==> config.mk <==
export PLATFORM = sky130hd
export DESIGN_NAME = frame_bank_scheduler
export DESIGN_NICKNAME = d
export VERILOG_FILES = /design/src/rtl/frame_bank_pkg.sv /design/src/rtl/bank_rotator.sv /design/src/rtl/frame_bank_scheduler.sv
export SDC_FILE = /design/constraint.sdc
export NUM_CORES = 1
export LEC_CHECK = 0
export BUFFER_PORTS_ARGS = -buffer_cell sky130_fd_sc_hd__buf_2
export CORE_ASPECT_RATIO = 1.1
export CORE_MARGIN = 4
export CORE_UTILIZATION = 47
export DETAILED_ROUTE_END_ITERATION = 8
export GPL_TIMING_DRIVEN = 0
export PLACE_DENSITY = 0.75
export SETUP_SLACK_MARGIN = 0.1
export SLEW_MARGIN = 25
export SYNTH_ARGS = -nofsm -noshare
export SYNTH_HDL_FRONTEND = slang
export SYNTH_SLANG_ARGS = --single-unit
==> constraint.sdc <==
create_clock -name clk -period 2.1 [get_ports clk]
set_input_delay 0.21 -clock clk [delete_from_list [all_inputs] [get_ports clk]]
set_output_delay 0.21 -clock clk [all_outputs]
set_load 0.01 [all_outputs]
==> src/rtl/frame_bank_pkg.sv <==
// Shared types and constants for the triple-buffer frame bank scheduler.
// Bank indices, reset roles and the write/read FSM encodings live here.
package frame_bank_pkg;

   typedef logic [1:0] bank_t;

   localparam bank_t WR_BANK_RST  = 2'd0;
   localparam bank_t RDY_BANK_RST = 2'd1;
   localparam bank_t RD_BANK_RST  = 2'd2;

   localparam int FRAME_WORDS_DEF = 307200;
   localparam int WORD_CNT_W      = 19;

   typedef enum logic [1:0] {
      W_IDLE   = 2'd0,
      W_REQ    = 2'd1,
      W_ACTIVE = 2'd2
   } wr_state_t;

   typedef enum logic {
      R_IDLE = 1'b0,
      R_REQ  = 1'b1
   } rd_state_t;

endpackage

==> src/rtl/bank_rotator.sv <==
// Holds the write/ready/display bank roles, the ready flag and the drop counter.
// A completed frame and a display vsync rotate the roles so the three banks stay a permutation.
module bank_rotator
   import frame_bank_pkg::*;
(
   input  logic        clk,
   input  logic        reset,
   input  logic        complete,
   input  logic        vsync,
   output bank_t       wr_bank,
   output bank_t       rd_bank,
   output bank_t       wr_bank_nxt,
   output bank_t       rd_bank_nxt,
   output logic [15:0] frames_dropped
);

   bank_t       ready_bank;
   bank_t       ready_bank_nxt;
   logic        ready_valid;
   logic        ready_valid_nxt;
   logic [15:0] drop_cnt;
   logic [15:0] drop_nxt;

   // NOTE: every variable gets a default before any branch so no latch is inferred.
   always_comb begin
      wr_bank_nxt     = wr_bank;
      rd_bank_nxt     = rd_bank;
      ready_bank_nxt  = ready_bank;
      ready_valid_nxt = ready_valid;
      drop_nxt        = drop_cnt;

      if (complete && ready_valid && (drop_cnt != 16'hFFFF))
         drop_nxt = drop_cnt + 16'd1;

      if (complete && vsync) begin
         // The just-finished frame goes straight to display; the old display bank becomes spare.
         rd_bank_nxt     = wr_bank;
         wr_bank_nxt     = ready_bank;
         ready_bank_nxt  = rd_bank;
         ready_valid_nxt = 1'b0;
      end else if (complete) begin
         wr_bank_nxt     = ready_bank;
         ready_bank_nxt  = wr_bank;
         ready_valid_nxt = 1'b1;
      end else if (vsync && ready_valid) begin
         rd_bank_nxt     = ready_bank;
         ready_bank_nxt  = rd_bank;
         ready_valid_nxt = 1'b0;
      end
   end

   // NOTE: sequential state uses non-blocking assignments only.
   always_ff @(posedge clk or posedge reset) begin
      if (reset) begin
         wr_bank     <= WR_BANK_RST;
         ready_bank  <= RDY_BANK_RST;
         rd_bank     <= RD_BANK_RST;
         ready_valid <= 1'b0;
         drop_cnt    <= 16'd0;
      end else begin
         wr_bank     <= wr_bank_nxt;
         ready_bank  <= ready_bank_nxt;
         rd_bank     <= rd_bank_nxt;
         ready_valid <= ready_valid_nxt;
         drop_cnt    <= drop_nxt;
      end
   end

   assign frames_dropped = drop_cnt;

endmodule

==> src/rtl/frame_bank_scheduler.sv <==
// Triple-buffer scheduler: forwards pixel-writer frame requests to SDRAM, counts words to
// detect completion, and issues display read requests against the newest complete bank.
module frame_bank_scheduler
   import frame_bank_pkg::*;
#(
   parameter int                FRAME_WORDS = FRAME_WORDS_DEF,
   parameter int                ADDR_W      = 24,
   parameter logic [ADDR_W-1:0] BANK_STRIDE = 24'h080000
)(
   input  logic              clk,
   input  logic              reset,
   input  logic              wr_req_in,
   output logic              wr_ack_out,
   input  logic              wr_en_mon,
   output logic              sdram_wr_req,
   input  logic              sdram_wr_ack,
   output logic [ADDR_W-1:0] sdram_wr_addr,
   input  logic              rd_vsync,
   output logic              sdram_rd_req,
   input  logic              sdram_rd_ack,
   output logic [ADDR_W-1:0] sdram_rd_addr,
   output bank_t             wr_bank,
   output bank_t             rd_bank,
   output logic [15:0]       frames_dropped,
   output logic              err_stray_wr
);

   localparam logic [WORD_CNT_W-1:0] LAST_WORD = WORD_CNT_W'(FRAME_WORDS - 1);

   wr_state_t             wr_state;
   wr_state_t             wr_state_nxt;
   rd_state_t             rd_state;
   rd_state_t             rd_state_nxt;
   logic [WORD_CNT_W-1:0] word_cnt;
   logic                  cnt_clr;
   logic                  cnt_inc;
   logic                  frame_done;
   logic                  stray;
   bank_t                 wr_bank_nxt;
   bank_t                 rd_bank_nxt;

   function automatic logic [ADDR_W-1:0] bank_base(input bank_t b);
      return ADDR_W'(b) * BANK_STRIDE;
   endfunction

   bank_rotator u_rotator (
      .clk            (clk),
      .reset          (reset),
      .complete       (frame_done),
      .vsync          (rd_vsync),
      .wr_bank        (wr_bank),
      .rd_bank        (rd_bank),
      .wr_bank_nxt    (wr_bank_nxt),
      .rd_bank_nxt    (rd_bank_nxt),
      .frames_dropped (frames_dropped)
   );

   // Write FSM
   always_ff @(posedge clk or posedge reset) begin
      if (reset) wr_state <= W_IDLE;
      else       wr_state <= wr_state_nxt;
   end

   always_comb begin
      wr_state_nxt = wr_state;
      case (wr_state)
         W_IDLE:   if (wr_req_in)    wr_state_nxt = W_REQ;
         W_REQ:    if (sdram_wr_ack) wr_state_nxt = W_ACTIVE;
         W_ACTIVE: if (frame_done)   wr_state_nxt = W_IDLE;
         default:                    wr_state_nxt = W_IDLE;
      endcase
   end

   always_comb begin
      sdram_wr_req = 1'b0;
      wr_ack_out   = 1'b0;
      cnt_clr      = 1'b0;
      cnt_inc      = 1'b0;
      frame_done   = 1'b0;
      stray        = 1'b0;
      case (wr_state)
         W_IDLE: stray = wr_en_mon;
         W_REQ: begin
            sdram_wr_req = 1'b1;
            wr_ack_out   = sdram_wr_ack;
            cnt_clr      = sdram_wr_ack;
            stray        = wr_en_mon;
         end
         W_ACTIVE: begin
            cnt_inc    = wr_en_mon;
            frame_done = wr_en_mon && (word_cnt == LAST_WORD);
         end
         default: ;
      endcase
   end

   always_ff @(posedge clk or posedge reset) begin
      if (reset)        word_cnt <= '0;
      else if (cnt_clr) word_cnt <= '0;
      else if (cnt_inc) word_cnt <= word_cnt + WORD_CNT_W'(1);
   end

   always_ff @(posedge clk or posedge reset) begin
      if (reset)      err_stray_wr <= 1'b0;
      else if (stray) err_stray_wr <= 1'b1;
   end

   // Read FSM: a vsync during an outstanding request is absorbed, only the address moves.
   always_ff @(posedge clk or posedge reset) begin
      if (reset) rd_state <= R_IDLE;
      else       rd_state <= rd_state_nxt;
   end

   always_comb begin
      rd_state_nxt = rd_state;
      case (rd_state)
         R_IDLE:  if (rd_vsync)     rd_state_nxt = R_REQ;
         R_REQ:   if (sdram_rd_ack) rd_state_nxt = R_IDLE;
         default:                   rd_state_nxt = R_IDLE;
      endcase
   end

   always_comb begin
      sdram_rd_req = (rd_state == R_REQ);
   end

   // Addresses are registered from the next bank values so they move in step with the banks.
   always_ff @(posedge clk or posedge reset) begin
      if (reset) begin
         sdram_wr_addr <= bank_base(WR_BANK_RST);
         sdram_rd_addr <= bank_base(RD_BANK_RST);
      end else begin
         sdram_wr_addr <= bank_base(wr_bank_nxt);
         sdram_rd_addr <= bank_base(rd_bank_nxt);
      end
   end

endmodule

=== After elaboration in Yosys (flattened, before gate mapping) ===
Index checks and enable logic that the tools add are counted.

* Add/sub/neg operators: 2
* Equality and inequality tests: 8
* Mux-type cells: 25
* Bitwise operators: 1
* Reduce and logical (&&, ||, !) cells: 13

{| class="wikitable"
|+ Operator list
! cell !! number
|-
| $mux 19 || 2
|-
| $mux 2 || 11
|-
| $add 19x1->19 const B || 1
|-
| $eq 19x19->1 const B || 1
|-
| $add 16x1->16 const B || 1
|-
| $ne 16x16->1 const B || 1
|-
| $mux 1 || 10
|-
| $ne 2x2->1 const B || 3
|-
| $pmux 2 s3 || 1
|-
| $reduce_bool 2->1 || 3
|-
| $logic_and 1x1->1 || 5
|-
| $reduce_and 3->1 || 1
|-
| $reduce_bool 3->1 || 1
|-
| $eq 2x1->1 const B || 1
|-
| $eq 2x2->1 const B || 1
|-
| $logic_not 2->1 || 1
|-
| $ne 2x1->1 const B || 1
|-
| $pmux 1 s2 || 1
|-
| $reduce_and 2->1 || 1
|-
| $reduce_or 2->1 || 1
|-
| $not 1->1 || 1
|}

* Register bits after elaboration: 46
* Input bits: 7
* Output and inout port bits: 72
* Word-level logic and storage cells: 58

=== Longest topological paths before layout ===
Gate-level depths: netlist of the first run.

* Depth in word-level cells: 6
* Depth in mapped cells: 8
* Gate-level depth less buffers: 6

=== By module ===
From an unflattened synthesis of the first run, not the netlist that was laid out.

* Cell total of the unflattened synthesis: 279
* Area, all modules: 2792.7 um2

{| class="wikitable"
|+ Modules (own cells, without submodules)
! module !! instances !! cells each !! area each (um2) !! seq. area each (um2)
|-
| frame_bank_scheduler || 1 || 174 || 1620.3 || 676.9
|-
| bank_rotator || 1 || 105 || 1172.4 || 578.1
|}

=== Least setup slack after synthesis of the first run ===
No wires, ideal clock.

* Path kind: flip-flop to flip-flop
* From: reg word_cnt[0]
* To: reg u_rotator.drop_cnt[6] (netlist: u_rotator.frames_dropped[6])
* Library setup time: 0.127 ns
* Arrival time: 2.198 ns
* Slack: -0.225 ns
* Stages on the path, launching flop included: 9
* Path through: dfrtp_1 ha_1 nand3_2 or4_1 buf_6 nor4_4 buf_6 nand4_4 xnor2_2

* Cells in the longest elaborated chain, start to end: 5

{| class="wikitable"
|+ RTL lines
! what !! line !! RTL
|-
| from (decl) || frame_bank_scheduler.sv:34 || <nowiki>logic [WORD_CNT_W-1:0] word_cnt;</nowiki>
|-
| from (signal assigned) || frame_bank_scheduler.sv:100 || <nowiki>else if (cnt_inc) word_cnt <= word_cnt + WORD_CNT_W'(1);</nowiki>
|-
| $eq 19x19->1 || frame_bank_scheduler.sv:91 || <nowiki>frame_done = wr_en_mon && (word_cnt == LAST_WORD);</nowiki>
|-
| $logic_and 1x1->1 || frame_bank_scheduler.sv:91 ||
|-
| $mux 1 || frame_bank_scheduler.sv:81 || <nowiki>case (wr_state)</nowiki>
|-
| $logic_and 1x1->1 (2 in series) || bank_rotator.sv:32 || <nowiki>if (complete && ready_valid && (drop_cnt != 16'hFFFF))</nowiki>
|-
| to (signal assigned) || bank_rotator.sv:65 || <nowiki>drop_cnt <= drop_nxt;</nowiki>
|-
| to (decl) || bank_rotator.sv:21 || <nowiki>logic [15:0] drop_cnt;</nowiki>
|}

Every way passes these cells.
A chain may end at the register's enable or synchronous reset.

=== Worst setup path in the final report of the first run ===
* From: reg word_cnt[1]
* To: reg u_rotator.ready_bank[1]

* Cells in the longest elaborated chain, start to end: 5
* Elaborated cells on any way between the ends: 7
* Those cells by class: 1 x eq/ne; 3 x mux; 3 x reduce/logical

{| class="wikitable"
|+ RTL lines
! what !! line !! RTL
|-
| $eq 19x19->1 * || frame_bank_scheduler.sv:91 ||
|-
| $logic_and 1x1->1 * || frame_bank_scheduler.sv:91 ||
|-
| $mux 1 * || frame_bank_scheduler.sv:81 ||
|-
| $mux 2 / $logic_and 1x1->1 (equally long branches) || bank_rotator.sv:41, bank_rotator.sv:35 ||
|-
| $mux 2 / $reduce_bool 3->1 (equally long branches) || -- ||
|-
| to (signal assigned) || bank_rotator.sv:62 || <nowiki>ready_bank <= ready_bank_nxt;</nowiki>
|-
| to (decl) || bank_rotator.sv:17 || <nowiki>bank_t ready_bank;</nowiki>
|}

Every way passes the cells marked *; elsewhere a longest branch is shown, timed or not.

==> flow_metrics.tcl, run 1 <==
set metrics [dict create \
    status "complete, but fails checks" \
    violations "negative setup slack" \
    endpoint_kind "register" \
    die_x_um 80.0 \
    die_h_um 87.2 \
    relSlewSlack_pct 65.6 \
    drt_wl_total_um 5300 \
    hold_slack_ns 0.0778 \
    cpPeakStageDelay_ns 0.49 \
    die-area_um2 6970 \
    dp_hpwl_um 3740 \
    drv_cap 0 \
    h-tree-depth 2 \
    worst_slew_pin_slew_ns 0.509 \
    synthCells 266 \
    grt_pass1_wl_um 8600 \
    io_buffers 33 \
    start_util_pct 49.0 \
    ys_seq_area_share_pct 43.1 \
    syn_to_final_growth_pct 28.6 \
    io-pin-count 79 \
    fin_crit_sh_pct 106 \
    synth_warnings 0 \
    fin_worst_skew_ns 0.00250 \
    insertion_delay_ns 0.29 \
    place_ws_ns -0.366 \
    cts_max_path_buffers 2 \
    avgSynthCellArea_um2 10.1 \
    cts.sinks 46 \
    required_ns 2.34 \
    drt-vias-per-instance 4.57 \
    synth_top_area_cell "dfrtp_1" \
    final_cells 439 \
    multi_input_area_um2 1390 \
    met2_usage_pct 28.1 \
    p_leak_nw 1.80 \
    syn-cell-area_um2 2680 \
    rsz0062_at_grt "true" \
    critPathTopFamily "simple AND/OR/NAND/NOR gates" \
    num_vias 2008 \
    antenna_found_initial 0 \
    critPathMaxFanout 9 \
    setup-tns-final_ns -1.27 \
    coreArea_um2 5470 \
    drive_gt1_share_pct 38.2 \
    grt_overflow 0 \
    gr-usage-met3_pct 3.00 \
    total_power_mw 1.87 \
    powerDensity_nw_per_um2 544 \
    diodes 0 \
    cts_root_buf "clkbuf_8" \
    slew_violations 0 \
    ant_nets 0 \
    dr.first_iter.drc_count 70 \
    fin_nets 372 \
    start_kind "register" \
    grt_start_max_net_pins 29 \
    gp_congestion 0.791 \
    fin_crit_ns 2.22 \
    cp.arrival_ns 2.46 \
    crit_type "reg2reg" \
    yosysMostFrequentCell "buf_4" \
    synth_top_flop_cell "dfrtp_1" \
    cp_cell_sequence "ha_4 -> nand3_4 -> or4_4 -> buf_6 -> buf_4 -> nor3_4 -> buf_12 -> mux2i_2 -> o21a_1" \
    synth_cell_types 44 \
    grt_usage_pct 15.5 \
    hold_path.class "in2reg" \
    dp.cells 418 \
    ys_ff_latch 46 \
    firstDrtPassIters 4 \
    synth_area_leaders "dfrtp_1 41%, buf_4 13%, xnor2_1 7.2%, nor2_1 3.6%, nand4_1 3.0%" \
    synth_top_cell_area_share_pct 41.1 \
    peakVddDrop_mv 0.330 \
    path_buf_inv 3 \
    cts-buffers-inserted 5 \
    fin_ws_ns -0.119 \
    rows 28 \
    grt_pass1_vias 1909 \
    critPathSlowestCell "or4_4" \
    path_clk_slew_ns 0.08 \
    synthTopCellsByCount "48 x buf_4, 44 x dfrtp_1, 26 x nor2_1, 22 x xnor2_1, 17 x nand2_1" \
    hold_violations 0 \
    grt_use_met1_pct 17.9 \
    synthArstFlopShare_pct 100 \
    cts_tree "done" \
    regArea_um2 1150 \
    max_freq_ghz 0.451 \
    fill_cells 463 \
    avgRoutedWirePerCell_um 12.1 \
    finalSetupViolCount 22 \
    synth_edf_count 0 \
    busiest_layer "met2" \
    route.detailed.drc 0 \
]
[worst register-to-register path: cells and delay by family (launching register included)]
family / cells / cell delay, ns
buffers and inverters: 3 / 0.43
muxes: 1 / 0.24
DFF: 1 / 0.40
adders and majority gates: 1 / 0.17
and+or+nand+nor: 3 / 0.77
AOI/OAI and AO/OA: 1 / 0.15
[metrics by stage]
stage	util [%]	cell area (um^2)
after floorplan	-	2850
after global placement	56.9	3110
after detailed placement	57.2	3130
after CTS	61.4	3360
after global routing	63.0	3440
final	63.0	3440
[area by class of cell]
class / instances / area share [%]
buffer: 54 / 11.6
inverter: 6 / 0.654
clock inverter: 1 / 0.145
clock buffer: 7 / 2.51
timing repair buffer: 47 / 8.65
sequential: 46 / 33.5
multi-input combinational: 203 / 40.2
tap: 75 / 2.72
[logic make-up after synthesis]
family | Yosys count | share of synthesized area (%)
XOR/XNOR | 31 | 10.4
adder cells (fa/ha/maj) | 2 | 0.934
AND/OR/NAND/NOR | 99 | 22.1
flip-flops | 46 | 43.1
other | 1 | 0.140
buffers and inverters | 60 | 15.7
multiplexers | 8 | 3.13
AO/OA/AOI/OAI | 19 | 4.53
[flip-flops by register name, summed over array words and instances, names as in the netlist]
name / flops
sdram_rd_req: 1
err_stray_wr: 1
wr_state: 2
sdram_wr_addr: 2
u_rotator.rd_bank: 2
u_rotator.ready_bank: 2
u_rotator.frames_dropped: 16
word_cnt: 19
u_rotator.ready_valid: 1
[final timing paths]
path,from,end,slack [ns],cells past startpoint
hold reg to reg,sdram_rd_req,sdram_rd_req,0.48,1
setup reg to reg,word_cnt[1],u_rotator.ready_bank[1],-0.12,9
max in group asynchronous,reset,u_rotator.ready_bank[0],1.08,4
setup / recovery,word_cnt[1],u_rotator.ready_bank[1],-0.12,9
hold / removal,sdram_rd_ack,sdram_rd_req,0.08,2
min in group asynchronous,reset,word_cnt[14],0.46,3
[metal layers]
metal	up-vias	wire length (um)	share of wire [%]
li1	1000	-	-
met1	945	2180	41
met2	53	2760	52
met3	10	265	5.0
met4	0	96	1.8
met5	-	0	0
[power by group]
| group | total [mW] | switching (mW) | internal (mW) | leakage, nW |
|---|---|---|---|---|
| Sequential | 0.967 | 0.0474 | 0.919 | 0.623 |
| Combinational | 0.354 | 0.190 | 0.164 | 1.13 |
| Clock | 0.553 | 0.287 | 0.266 | 0.0482 |
[cells in the final DEF (no fill, tap or decap), types with 3 or more instances in the layout]
cell | netlist | final
nand3_2 | 5 | 4
clkbuf_8 | 0 | 6
xor2_1 | 8 | 8
nand2_1 | 17 | 17
mux2i_1 | 5 | 4
buf_4 | 48 | 59
inv_1 | 6 | 5
mux2_4 | 0 | 3
nor3_1 | 5 | 3
clkbuf_1 | 4 | 3
nor3_4 | 1 | 3
xnor2_1 | 22 | 22
nor2_1 | 26 | 26
o21ai_0 | 4 | 3
a21oi_1 | 6 | 5
o21a_1 | 3 | 3
dfrtp_1 | 44 | 44
nand3_1 | 7 | 7
conb_1 | 1 | 44
nand4_1 | 13 | 13
buf_2 | 0 | 33
[what timing repair did]
item / CTS / global route
resized for setup: 10 / 12
hold endpoints to repair: 17 / 0
pin swaps: 9 / 11
setup buffers: 8 / 4
hold buffers: 1 / 0
setup endpoints to repair: 26 / 31
Power figures use the tool's default switching activity.
==> run 2, diff against run 1 <==
- CORE_MARGIN: 4 -> 5
- SKIP_CTS_REPAIR_TIMING: unset -> 1
- clock period: 2.1 -> 2 ns (I/O delays scaled with it)
==> run 2 against run 1 <==
Compared with the run above: the run still ends with negative setup slack left; cell count shrank 0.91%; combinational power shrank 5%; sequential power grew 5%; via count shrank 1.4%; clock skew grew 0.0028 ns; cell area shrank 0.44%; flip-flop and latch count is the same; non-clock buffer count shrank 4; routed wire length shrank 0.55%; critical endpoint is now u_rotator.frames_dropped[1]; largest cell class unchanged; largest power group unchanged; highest routed layer unchanged.
==> flow_metrics.tcl, run 2 (same netlist as run 1, synthesis figures left out) <==
set metrics [dict create \
    status "complete, but fails checks" \
    violations "negative setup slack" \
    seq_power_share_pct 52.7 \
    powerDensity_nw_per_um2 564 \
    worst_slew_pin_slew_ns 0.523 \
    hold_slack_ns 0.0615 \
    power.share.combinational_pct 17.5 \
    max_freq_ghz 0.432 \
    cp_cell_sequence "ha_2 -> nand3_4 -> or4_4 -> buf_8 -> nor4_4 -> buf_4 -> mux2_4" \
    cts-buffers-inserted 5 \
    grt_pass1_vias 1863 \
    critPathMaxFanout 6 \
    rows 28 \
    route.detailed.drc 0 \
    dr.first_iter.drc_count 80 \
    io_buffers 33 \
    cts.sinks 46 \
    antenna_found_initial 0 \
    critPathSlowestCell "or4_4" \
    avgRoutedWirePerCell_um 12.1 \
    fin_crit_sh_pct 116 \
    firstDrtPassIters 4 \
    p_leak_nw 1.78 \
    grt_usage_pct 14.7 \
    final_cells 435 \
    grt_overflow 0 \
    start_kind "register" \
    drv_cap 0 \
    multi_input_area_um2 1390 \
    die-area_um2 7310 \
    io-pin-count 79 \
    drive_gt1_share_pct 37.8 \
    ant_nets 0 \
    final_cell_mix "54 x buf_4, 44 x conb_1, 44 x dfrtp_1, 33 x buf_2, 25 x nor2_1" \
    num_vias 1980 \
    fin_worst_skew_ns 0.00527 \
    gp_congestion 0.811 \
    critPathTopFamily "simple AND/OR/NAND/NOR gates" \
    path_buf_inv 2 \
    cp.arrival_ns 2.50 \
    h-tree-depth 2 \
    layout_commonest_cell "buf_4" \
    crit_type "reg2reg" \
    start_util_pct 49.0 \
    relSlewSlack_pct 64.7 \
    die_x_um 82.0 \
    fill_cells 467 \
    diodes 0 \
    dp.cells 418 \
    required_ns 2.19 \
    largest_register "word_cnt" \
    endpoint_kind "register" \
    drt_wl_total_um 5270 \
    insertion_delay_ns 0.30 \
    cpPeakStageDelay_ns 0.50 \
    fin_nets 368 \
    p_sw_mw 0.535 \
    hold_violations 0 \
    cts_max_path_buffers 2 \
    p_int_mw 1.40 \
    die_h_um 89.2 \
    sw_frac_of_total_pct 27.7 \
    cts_tree "done" \
    slew_violations 0 \
    fin_ws_ns -0.314 \
    hold_path.class "in2reg" \
    grt_pass1_wl_um 8380 \
    rsz0062_at_grt "true" \
    grt_start_max_net_pins 29 \
    dp_hpwl_um 3770 \
    drt-vias-per-instance 4.55 \
    path_clk_slew_ns 0.08 \
    finalSetupViolCount 27 \
    fin_crit_ns 2.31 \
    cts_root_buf "clkbuf_8" \
    syn_to_final_growth_pct 28.1 \
    p_clk_share_pct 29.8 \
    peakVddDrop_mv 0.323 \
    coreArea_um2 5470 \
    largest_reg_flops 19 \
    regArea_um2 1150 \
]
-- run 2: cell count changes in the layout (fill, tap and decap cells not counted), sizes merged --
| cell | change |
|---|---|
| buf | -4 |
-- run 2: layer usage --
metal  GRT usage (%)  wire, um  vias to the layer above
met4            5.89        91                        0
met5               0         0                        -
met1            16.7      2040                      924
met3            3.83       252                        8
li1                -         -                      997
met2            26.2      2890                       51
-- run 2: area by class of cell --
| cell class | instances | area share, % |
|---|---|---|
| flip-flops and latches | 46 | 33.6 |
| clock buffers | 7 | 2.52 |
| inverters | 6 | 0.657 |
| repair buffers | 43 | 8.03 |
| well taps | 75 | 2.74 |
| plain buffers | 54 | 11.8 |
| clock inverters | 1 | 0.146 |
| multi-input cells | 203 | 40.5 |
-- run 2: worst paths after layout --
check                              from                           to  slack (ns)  depth (start not counted)
min                        sdram_rd_ack                 sdram_rd_req        0.06                          2
max reg2reg                 word_cnt[0]  u_rotator.frames_dropped[1]       -0.31                          7
max                         word_cnt[0]  u_rotator.frames_dropped[1]       -0.31                          7
min in group asynchronous         reset                 sdram_rd_req        0.44                          3
max in group asynchronous         reset  u_rotator.frames_dropped[3]        1.09                          4
min reg2reg                err_stray_wr                 err_stray_wr        0.46                          1
-- run 2: per-stage QoR --
step,TNS (ns),util (%),worst slack [ns],total power [mW],area [um^2]
after floorplan,-3.01,-,-0.259,1.28,2850
after global placement,-6.60,56.9,-0.428,1.34,3110
after detailed placement,-7.44,57.2,-0.451,1.35,3130
after CTS,-7.82,58.9,-0.463,1.93,3220
after global routing,-6.99,62.8,-0.377,2.06,3430
final,-5.27,62.8,-0.314,1.93,3430
-- run 2: power by group through the flow --
stage                     sequential (mW)  clock (mW)  combinational, mW
after global placement               1.03           0              0.305
after detailed placement             1.03           0              0.313
after floorplan                      1.02           0              0.251
final                                1.02       0.577              0.338
after global routing                 1.02       0.648              0.383
after CTS                            1.02       0.600              0.315
-- run 2: worst reg2reg max path: stages, from the launching register on --
cell and delay (ns):
dfrtp_1 0.42, ha_2 0.23, nand3_4 0.09, or4_4 0.50, buf_8 0.15, nor4_4 0.31
buf_4 0.21, mux2_4 0.30
